### config.mk
export PLATFORM = sky130hd
export DESIGN_NAME = nibble_serial_adder
export DESIGN_NICKNAME = d
export VERILOG_FILES = /design/src/rtl/nibble_serial_adder.sv
export SDC_FILE = /design/constraint.sdc
export NUM_CORES = 1
export LEC_CHECK = 0
export ABC_AREA = 1
export CAP_MARGIN = 25
export CELL_PAD_IN_SITES_DETAIL_PLACEMENT = 0
export CELL_PAD_IN_SITES_GLOBAL_PLACEMENT = 2
export CORE_AREA = 2 2 91 93
export DETAILED_ROUTE_END_ITERATION = 8
export DIE_AREA = 0 0 93 95
export PLACE_DENSITY = 0.92
export SYNTH_ARGS = -nofsm -noshare
export SYNTH_HDL_FRONTEND = slang
export SYNTH_SLANG_ARGS = --single-unit
### constraint.sdc
create_clock -name clk -period 5.5 [get_ports clk]
set_clock_uncertainty 0.2 [all_clocks]
set_input_delay 1.1 -clock clk [delete_from_list [all_inputs] [get_ports clk]]
set_output_delay 1.1 -clock clk [all_outputs]
set_load 0.01 [all_outputs]
### src/rtl/nibble_serial_adder.sv
// nibble_serial_adder: WIDTH-bit adder driving one 4-bit slice per clock, LSB nibble first.
// Define SUB_EN to add the sub port (a - b in two's complement).
module nibble_serial_adder #(
   parameter int WIDTH = 16
) (
   input  logic             clk,
   input  logic             rst_n,
   input  logic             in_valid,
   output logic             in_ready,
   input  logic [WIDTH-1:0] a,
   input  logic [WIDTH-1:0] b,
   input  logic             cin,
`ifdef SUB_EN
   input  logic             sub,
`endif
   output logic             out_valid,
   input  logic             out_ready,
   output logic [WIDTH-1:0] sum,
   output logic             cout
);
   localparam int NIB = WIDTH / 4;
   localparam int IW  = (NIB > 1) ? $clog2(NIB) : 1;
   localparam logic [IW-1:0] LAST = IW'(NIB - 1);
   typedef enum logic [1:0] {IDLE, CALC, DONE} state_t;
   state_t           r_state;
   logic [WIDTH-1:0] r_a;
   logic [WIDTH-1:0] r_b;
   logic [IW-1:0]    r_idx;
   logic             r_carry;
   logic [WIDTH-1:0] w_b_in;
   logic             w_cin_in;
   logic [4:0]       w_nib;
`ifdef SUB_EN
   assign w_b_in   = sub ? ~b : b;
   assign w_cin_in = cin ^ sub;
`else
   assign w_b_in   = b;
   assign w_cin_in = cin;
`endif
   assign in_ready = (r_state == IDLE);
   // carry between nibbles travels only through r_carry
   assign w_nib = {1'b0, r_a[{r_idx, 2'b00} +: 4]} + {1'b0, r_b[{r_idx, 2'b00} +: 4]} + {4'd0, r_carry};
   always_ff @(posedge clk or negedge rst_n) begin
      if (!rst_n) begin
         r_state   <= IDLE;
         r_idx     <= '0;
         r_carry   <= 1'b0;
         r_a       <= '0;
         r_b       <= '0;
         sum       <= '0;
         cout      <= 1'b0;
         out_valid <= 1'b0;
      end else begin
         case (r_state)
            IDLE: if (in_valid) begin
               r_a     <= a;
               r_b     <= w_b_in;
               r_carry <= w_cin_in;
               r_idx   <= '0;
               r_state <= CALC;
            end
            CALC: begin
               sum[{r_idx, 2'b00} +: 4] <= w_nib[3:0];
               r_carry <= w_nib[4];
               r_idx   <= r_idx + 1'b1;
               if (r_idx == LAST) begin
                  cout      <= w_nib[4];
                  out_valid <= 1'b1;
                  r_state   <= DONE;
               end
            end
            DONE: if (out_ready) begin
               out_valid <= 1'b0;
               r_state   <= IDLE;
            end
            default: r_state <= IDLE;
         endcase
      end
   end
endmodule

Word level (Yosys, flattened, before mapping)
Index checks and enable logic that the tools add are counted.
{"block": "word_totals", "ramBits": 0, "n_memories": 0, "word_cells": 42, "latch_bits": 0, "output_inout_bits": 19, "inputBits": 37, "reg_bits": 55, "mem_bits_ro": 0}
{"block": "op_classes", "bitwise": 0, "n_lt_le_gt_ge": 0, "div": 0, "add_sub_neg": 4, "multipliers": 0, "eq_ne": 6, "shifts": 4, "mux": 12, "reduce_logical": 8}
{"operator": "variable part select 16 x 5 -> 4 bit", "n": 2}
{"operator": "bitwise mux 16 bit", "n": 1}
{"operator": "variable shift 4 x 6 -> 16 bit (first input constant)", "n": 1}
{"operator": "variable part select 4 x 6 -> 16 bit", "n": 1}
{"operator": "two-way mux 2 bit", "n": 4}
{"operator": "inequality test 2 bit (second input constant)", "n": 3}
{"operator": "negation 4 -> 6 bit", "n": 1}
{"operator": "one-hot mux 2 bit (3 select lines)", "n": 1}
{"operator": "AND reduction 2 bit", "n": 3}
{"operator": "AND reduction 3 bit", "n": 2}
{"operator": "adder 4 x 4 -> 5 bit", "n": 1}
{"operator": "adder 5 x 1 -> 5 bit", "n": 1}
{"operator": "equality test 2 bit (second input constant)", "n": 2}
{"operator": "one-hot mux 1 bit (2 select lines)", "n": 2}
{"operator": "one-hot mux 2 bit (2 select lines)", "n": 1}
{"operator": "nonzero test 2 bit", "n": 2}
{"operator": "two-way mux 1 bit", "n": 3}
{"operator": "adder 2 x 1 -> 2 bit (second input constant)", "n": 1}
{"operator": "equality test 2 x 1 -> 1 bit (second input constant)", "n": 1}
{"operator": "zero test 2 bit", "n": 1}

Depth between registers and ports, before layout
Gate-level depths: netlist of run 1.
{"block": "logic_depth", "ltp_word": 5, "depth_mapped": 12, "depth_no_buf": 10}

Least setup slack after synthesis of run 1
Ideal clock, no wire load.
{"block": "synth_path", "path_kind": "register to register", "startpoint": "reg r_idx[0]", "endpoint": "reg cout", "path_stages_with_launch": 10, "arrival_ps": 2287, "setup_time_ps": 125, "period_less_slack_ps": 2611, "setup_slack_ps": 2889, "path_buffers": 2, "t_required_ps": 5175, "path_cell_list": "dfrtp_1 > buf_2 > clkbuf_1 > o21ai_0 > o22ai_1 > fa_1 > fa_1 > a21oi_1 > o21bai_1 > mux2_2"}
{"block": "synth_between", "elab_chain_len": 3, "word_cells_on_any_way": 6, "cone_classes": "add/sub (2); eq/ne (1); shift (2); reduce/logical (1)"}
{"element": "from (decl)", "line_no": "28", "text": "logic [IW-1:0] r_idx;"}
{"element": "from (signal assigned)", "line_no": "65", "text": "r_idx <= r_idx + 1'b1;"}
{"element": "variable part select 16 x 5 -> 4 bit", "line_no": "42", "text": "assign w_nib = {1'b0, r_a[{r_idx, 2'b00} +: 4]} + {1'b0, r_b[{r_idx, 2'b00} +: 4]} + {4'd0, r_carry};"}
{"element": "adder 4 x 4 -> 5 bit", "line_no": "42"}
{"element": "adder 5 x 1 -> 5 bit", "line_no": "42"}
{"element": "to (signal assigned)", "line_no": "67", "text": "cout <= w_nib[4];"}
{"element": "to (decl)", "line_no": "19", "text": "output logic cout"}
Parallel ways exist; a longest one is shown, timed or not.
A chain may end at the register's enable or synchronous reset.

Worst setup path in the final report of run 1
{"block": "layout_path", "startpoint": "reg r_idx[0]", "endpoint": "reg sum[6]"}
{"block": "layout_between", "elab_chain_len": 5, "word_cells_on_any_way": 8, "cone_classes": "add/sub (3); shift (4); mux (1)"}
{"element": "variable part select 16 x 5 -> 4 bit", "line_no": "42"}
{"element": "adder 4 x 4 -> 5 bit", "line_no": "42"}
{"element": "adder 5 x 1 -> 5 bit", "line_no": "42"}
{"element": "variable part select 4 x 6 -> 16 bit", "line_no": "63", "text": "sum[{r_idx, 2'b00} +: 4] <= w_nib[3:0];"}
{"element": "bitwise mux 16 bit (*)", "line_no": "63"}
{"element": "to (signal, indexed assignment)", "line_no": "63"}
{"element": "to (decl)", "line_no": "18", "text": "output logic [WIDTH-1:0] sum,"}
Every way passes the cells marked *; elsewhere a longest branch is shown, timed or not.

==> run metrics, run 1 <==
final net count 341; number of buffers inserted by post-CTS setup repair 0; placeable core region around 7900 sq um; Area after DPL between 3000 and 4000 sq um; critical path's largest stage delay between 800 and 900 ps; detailed-routing iteration count for the pre-antenna-repair pass 4; number of synthesized flops with an enable pin 0; cell area after synthesis ~2700 sq um; footprint of the multi-input gates roughly 1200 sq um; maximum fanout count along the critical path 29; most instantiated flip-flop cell in the synthesis netlist sky130_fd_sc_hd__dfrtp_1; initial standard-cell utilization of the core ~34%; Die ar. between 8000 and 9000 sq um; RePlAce Congestion 0.8232; global-route wire length before repair 9149 microns; count of antenna diodes in the layout 0; die height roughly 95 microns; setup slack at placement 2015 ps; total negative setup slack 0 ps; most frequent cell after synthesis sky130_fd_sc_hd__dfrtp_1; clock slew at the register clock pins of the worst setup and hold paths about 90 ps; Ports between 50 and 60; Synth top cells by count sky130_fd_sc_hd__dfrtp_1 (55), sky130_fd_sc_hd__o21ai_0 (42), sky130_fd_sc_hd__mux2_4 (29), sky130_fd_sc_hd__nor2_1 (19), sky130_fd_sc_hd__nand2_1 (18); post-route DRC violation count 0; slew of the pin with the lowest slew margin between 800 and 900 ps; number of max-cap violations 0; area delta synth->final 26.91%; PortBufs 55; average cell area after synthesis approximately 11 sq um; count of nets left with antenna violations after detail routing 0; fraction of post-synthesis cell area in the top cell type by area around 51%; final wirelength 5392 microns; number of global-route vias before repair between 1500 and 2000; required time at the endpoint of the critical path 5490 ps; share of cells above drive strength 1 16.67%; count of clock tree sinks 55; status finished clean; biggest area consumer among synthesized cells sky130_fd_sc_hd__dfrtp_1; crit path cell chain inv_1, o21ai_0, o22ai_1, fa_1, fa_1, xnor2_1, nor2_1, nand2_1, o21ai_0; area taken by flip-flops and latches 1376 sq um; dpl hpwl 4030 microns; vias post-DR approximately 1900; post-synth net total 286; CTS buffer count 5; post-synthesis sequential area ratio between 50% and 60%; layout filler cell count 752; cell at the root of the clock tree sky130_fd_sc_hd__clkbuf_8; count of mapped cells out of synthesis about 240; cells taking the most area after synthesis sky130_fd_sc_hd__dfrtp_1 (51%), sky130_fd_sc_hd__mux2_4 (16%), sky130_fd_sc_hd__o21ai_0 (7.8%); Die Width between 90 and 100 microns; start-to-end type of the worst setup path reg -> reg; count of placed standard cells including taps 390; site row count 33; worst path bufs/invs 1; static leakage between 1.5 and 2 nW; register bit count reported by yosys between 50 and 60; final hold vios 0; portion of the clock cycle consumed by the worst path in the final layout a little under two thirds; clk_lat worst skew ~300 ps; Total Routing Usage GR between 10% and 20%; Hold-fix buffers, CTS 0; Slew HR between 40% and 50%; worst-case setup margin in the final layout ~2000 ps; Starting DRT DRC Count between 50 and 60; grt ovf 0; crit path time final approximately 3500 ps; Power Density slightly below 600 nW/um^2; clock tree from TritonCTS yes; Avg Vias per Cell roughly 4.7; final setup violation count 0; data arrival time of the critical path approximately 3500 ps; Crit path max-delay family flip-flops; capturing element type of the critical path flop; sort of element at the start of the critical path flop; Synth Warn # 0; post-synthesis cell type count 26; maximum achievable frequency between 200 and 300 MHz; largest net degree at the start of global routing 56; detailed-route wire length per cell around 14 microns; Pwr Total around 2 mW; maximum root-to-sink buffer count 2; final design area excluding fillers about 3400 sq um; number of antenna violations at the first check in global routing 0; number of H-tree levels 2; FFs w/ async S/R, synth 100.0%; unrepaired setup endpoints after global routing false; Min-Delay Path Class reg -> reg; final instance count without filler cells ~400; Final Slew Violations 0; Worst IR Drop VDD approximately 300 uV; cell type of the slowest stage on the worst timing path sky130_fd_sc_hd__dfrtp_1; Resized Gates After CTS 0
==> worst reg2reg max path, stage by stage, from the launching register on <==
cell                      delay [ps]
sky130_fd_sc_hd__dfrtp_1         890
sky130_fd_sc_hd__inv_1           500
sky130_fd_sc_hd__o21ai_0         280
sky130_fd_sc_hd__o22ai_1         120
sky130_fd_sc_hd__fa_1            440
sky130_fd_sc_hd__fa_1            420
sky130_fd_sc_hd__xnor2_1         300
sky130_fd_sc_hd__nor2_1           80
sky130_fd_sc_hd__nand2_1          90
sky130_fd_sc_hd__o21ai_0          90
==> kinds of logic (layout without fill, tap and decap cells) <==
group	Yosys count	in the layout	share of synthesized area (%)
xor gates and xnor gates	1	1	0.3243
and+or+nand+nor	56	56	9.449
adders and majority gates	11	11	5.651
AOI/OAI and AO/OA	57	57	11.39
muxes	33	33	17.79
DFF	55	55	50.95
buffers and inverters	25	81	4.446
==> final timing paths <==
path	start	end	cells past startpoint	slack [ps]
max	r_idx[0]$_DFFE_PN0P_	sum[6]$_DFFE_PN0P_	9	1990
min	out_valid$_DFFE_PN0P_	out_valid$_DFFE_PN0P_	2	280
max reg2reg	r_idx[0]$_DFFE_PN0P_	sum[6]$_DFFE_PN0P_	9	1990
min reg2reg	out_valid$_DFFE_PN0P_	out_valid$_DFFE_PN0P_	2	280
max in group asynchronous	rst_n	r_a[8]$_DFFE_PN0P_	2	3940
min in group asynchronous	rst_n	r_b[5]$_DFFE_PN0P_	2	720
==> through the flow <==
step,hold slack (ps),util [%]
6_report,283.5,43.24
5_1_grt,325.8,43.24
4_1_cts,285.3,42.99
3_5_place_dp,264.1,41.97
3_3_place_gp,263.0,41.97
2_1_floorplan,275.9,-
==> report_power, final <==
| part | total [mW] | internal, mW | switching [mW] | leakage (nW) |
|---|---|---|---|---|
| clock | 0.214 | 0.0898 | 0.125 | 0.0422 |
| sequential | 0.733 | 0.585 | 0.148 | 0.681 |
| combinational | 1.10 | 0.536 | 0.562 | 0.837 |
| total | 2.05 | 1.21 | 0.834 | 1.56 |
==> area by class of cell <==
type                    count  share of cell area, %
clock buffers               7                  2.226
clock inverters             1                 0.1460
inverters                  16                  1.788
multi-input cells         158                  35.15
flip-flops and latches     55                  40.15
well taps                 105                  3.832
repair buffers             57                  16.72
==> per-layer routing <==
| layer | part of all wire [%] | track usage [%] | routed length, microns | up-vias |
|---|---|---|---|---|
| li1 | - | - | - | 929 |
| met4 | 0.83 | 2.941 | 45 | 0 |
| met2 | 49 | 22.71 | 2637 | 42 |
| met5 | 0 | 0 | 0 | - |
| met3 | 4.5 | 2.634 | 242 | 6 |
| met1 | 46 | 16.60 | 2467 | 902 |
==> flip-flops by register name, summed over array words and instances (netlist names) <==
name and count:
cout 1, out_valid 1, r_a 16, r_b 16, r_carry 1, r_idx 2, r_state 2, sum 16
==> cells in the final DEF (no fill, tap or decap), drive strengths merged <==
cell type	instances
a21oi	1
buf	3
clkbuf	7
clkdlybuf4s50	54
clkinv	2
dfrtp	55
fa	2
ha	9
inv	15
mux2	33
nand2	22
nand3	8
nand4	3
nor2	21
nor3	2
o21ai	43
o21bai	1
o22ai	8
o31ai	4
xnor2	1
Note: power is estimated with default switching activity, not from simulation.
==> run 2: changes to the inputs <==
CORE_AREA = 2 2 98 100   (was 2 2 91 93)
DIE_AREA = 0 0 100 102   (was 0 0 93 95)
PLACE_DENSITY = 0.84   (was 0.92)
clock period = 2.8 ns   (was 5.5 ns; I/O delays follow)
==> run metrics, run 2 (same netlist as run 1, synthesis figures left out) <==
required time at the endpoint of the critical path roughly 2800 ps; CP dominant cell by count sky130_fd_sc_hd__fa_1; CTS buffer count 5; Register-to-Register Setup Slack 160 ps; maximum fanout count along the critical path 10; final net count roughly 350; global-route wire length before repair slightly below 10000 microns; Resized Gates After CTS 0; vias post-DR 1926; site row count 35; Combinational Power Share a little under three fifths; Area after DPL about 3400 sq um; number of H-tree levels 2; count of placed standard cells including taps approximately 400; final design area excluding fillers approximately 3500 sq um; Slew HR between 60% and 70%; PortBufs 55; Total Routing Usage GR between 10% and 20%; slew of the pin with the lowest slew margin around 580 ps; Final Slew Violations 0; post-route DRC violation count 0; Internal Pwr Total about 2.5 mW; clock slew at the register clock pins of the worst setup and hold paths around 90 ps; unrepaired setup endpoints after global routing false; count of nets left with antenna violations after detail routing 0; final instance count without filler cells ~410; switching power of the nets ~1.7 mW; number of max-cap violations 0; RePlAce Congestion about 0.83; Starting DRT DRC Count 76; status finished clean; number of global-route vias before repair about 2000; Power Density 1201 nW/um^2; detailed-route wire length per cell about 15 microns; number of buffers inserted by post-CTS setup repair 0; detailed-routing iteration count for the pre-antenna-repair pass 4; number of antenna violations at the first check in global routing 0; Hold-fix buffers, CTS 0; cell at the root of the clock tree sky130_fd_sc_hd__clkbuf_8; portion of the clock cycle consumed by the worst path in the final layout between 90% and 100%; Min-Delay Path Class in -> async; sort of element at the start of the critical path flop; setup slack at placement ~150 ps; count of antenna diodes in the layout 0; final setup violation count 0; critical path's largest stage delay around 460 ps; proportion of power drawn by the clock network between 10% and 20%; data arrival time of the critical path about 2600 ps; initial standard-cell utilization of the core 29.66%; largest net degree at the start of global routing 34; grt ovf 0; clock tree from TritonCTS yes; final hold vios 0; clk_lat worst skew 310 ps; area delta synth->final 29.87%; Die ar. 10200 sq um; die height 102 microns; static leakage ~1.6 nW; top library cells by usage in the layout, fill and taps aside sky130_fd_sc_hd__dfrtp_1 (55), sky130_fd_sc_hd__clkdlybuf4s50_1 (54), sky130_fd_sc_hd__o21ai_0 (42); total negative setup slack 0 ps; maximum root-to-sink buffer count 2; final wirelength slightly above 6000 microns; Sw Ratio between 40% and 50%; start-to-end type of the worst setup path reg -> reg; Worst IR Drop VDD roughly 650 uV; share of cells above drive strength 1 19.27%; largest registers in the final layout r_a x16, r_b x16, sum x16; worst-case setup margin in the final layout roughly 160 ps; dpl hpwl between 4000 and 5000 microns; Die Width approximately 100 microns; sequential share of power about a third; count of clock tree sinks 55; crit path cell chain buf_4, nor2_1, o22ai_1, fa_1, fa_1, a21oi_1, o21bai_1, mux2_2; Min Hold Slack about 40 ps; Ports 56; maximum achievable frequency 378.2 MHz; leading cell type in the layout, fill and taps excluded sky130_fd_sc_hd__dfrtp_1; capturing element type of the critical path flop; placeable core region 9109 sq um; cell type of the slowest stage on the worst timing path sky130_fd_sc_hd__dfrtp_1; Avg Vias per Cell 4.675; crit path time final approximately 2600 ps
## run 2: cell count changes in the layout (fill, tap and decap cells not counted)
| cell | change |
|---|---|
| sky130_fd_sc_hd__buf_12 | +1 |
| sky130_fd_sc_hd__buf_4 | +6 |
| sky130_fd_sc_hd__inv_1 | -1 |
| sky130_fd_sc_hd__inv_2 | +1 |
| sky130_fd_sc_hd__xnor2_1 | -1 |
| sky130_fd_sc_hd__xnor2_2 | +1 |
## run 2: metal layers
metal / GRT usage (%) / up-vias / routed length (microns)
li1: - / 945 / -
met4: 3.688 / 0 / 99
met3: 2.599 / 8 / 249
met1: 16.39 / 919 / 2864
met5: 0 / - / 0
met2: 20.06 / 54 / 2880
## run 2: final cells by class
type	count	area, sq um
Timing Repair Buffer	64	638.1
Fill cell	927	5600
Inverter	16	61.31
Tap cell	111	138.9
Sequential cell	55	1376
Multi-Input combinational cell	158	1212
Clock buffer	7	76.32
Clock inverter	1	5.005
## run 2: power by group through the flow
stage / logic (mW) / registers, mW / clock network, mW
2_1_floorplan: 1.60 / 1.36 / 0
6_report: 2.39 / 1.40 / 0.423
5_1_grt: 2.64 / 1.44 / 0.471
3_5_place_dp: 2.35 / 1.42 / 0
3_3_place_gp: 2.31 / 1.41 / 0
4_1_cts: 2.36 / 1.40 / 0.442
## run 2: worst max-delay path, delay by kind of cell, from the launching register on
kind                       cells  cell delay (ps)
adders and majority gates      2              900
DFF                            1              460
AOI/OAI and AO/OA              3              370
muxes                          1              270
buffers and inverters          1              200
and+or+nand+nor                1              120
## run 2: final timing paths
check / start / to / depth (start not counted)
setup / recovery: r_idx[0]$_DFFE_PN0P_ / cout$_DFFE_PN0P_ / 8
hold / removal: rst_n / r_a[8]$_DFFE_PN0P_ / 1
setup reg to reg: r_idx[0]$_DFFE_PN0P_ / cout$_DFFE_PN0P_ / 8
hold reg to reg: out_valid$_DFFE_PN0P_ / out_valid$_DFFE_PN0P_ / 2
max in group asynchronous: rst_n / r_idx[1]$_DFFE_PN0P_ / 2
min in group clk: out_valid$_DFFE_PN0P_ / out_valid$_DFFE_PN0P_ / 2
## run 2: through the flow
step | total power, mW | util (%)
2_1_floorplan | 2.959 | -
3_3_place_gp | 3.724 | 37.54
3_5_place_dp | 3.766 | 37.54
4_1_cts | 4.204 | 38.43
5_1_grt | 4.559 | 38.52
6_report | 4.213 | 38.52
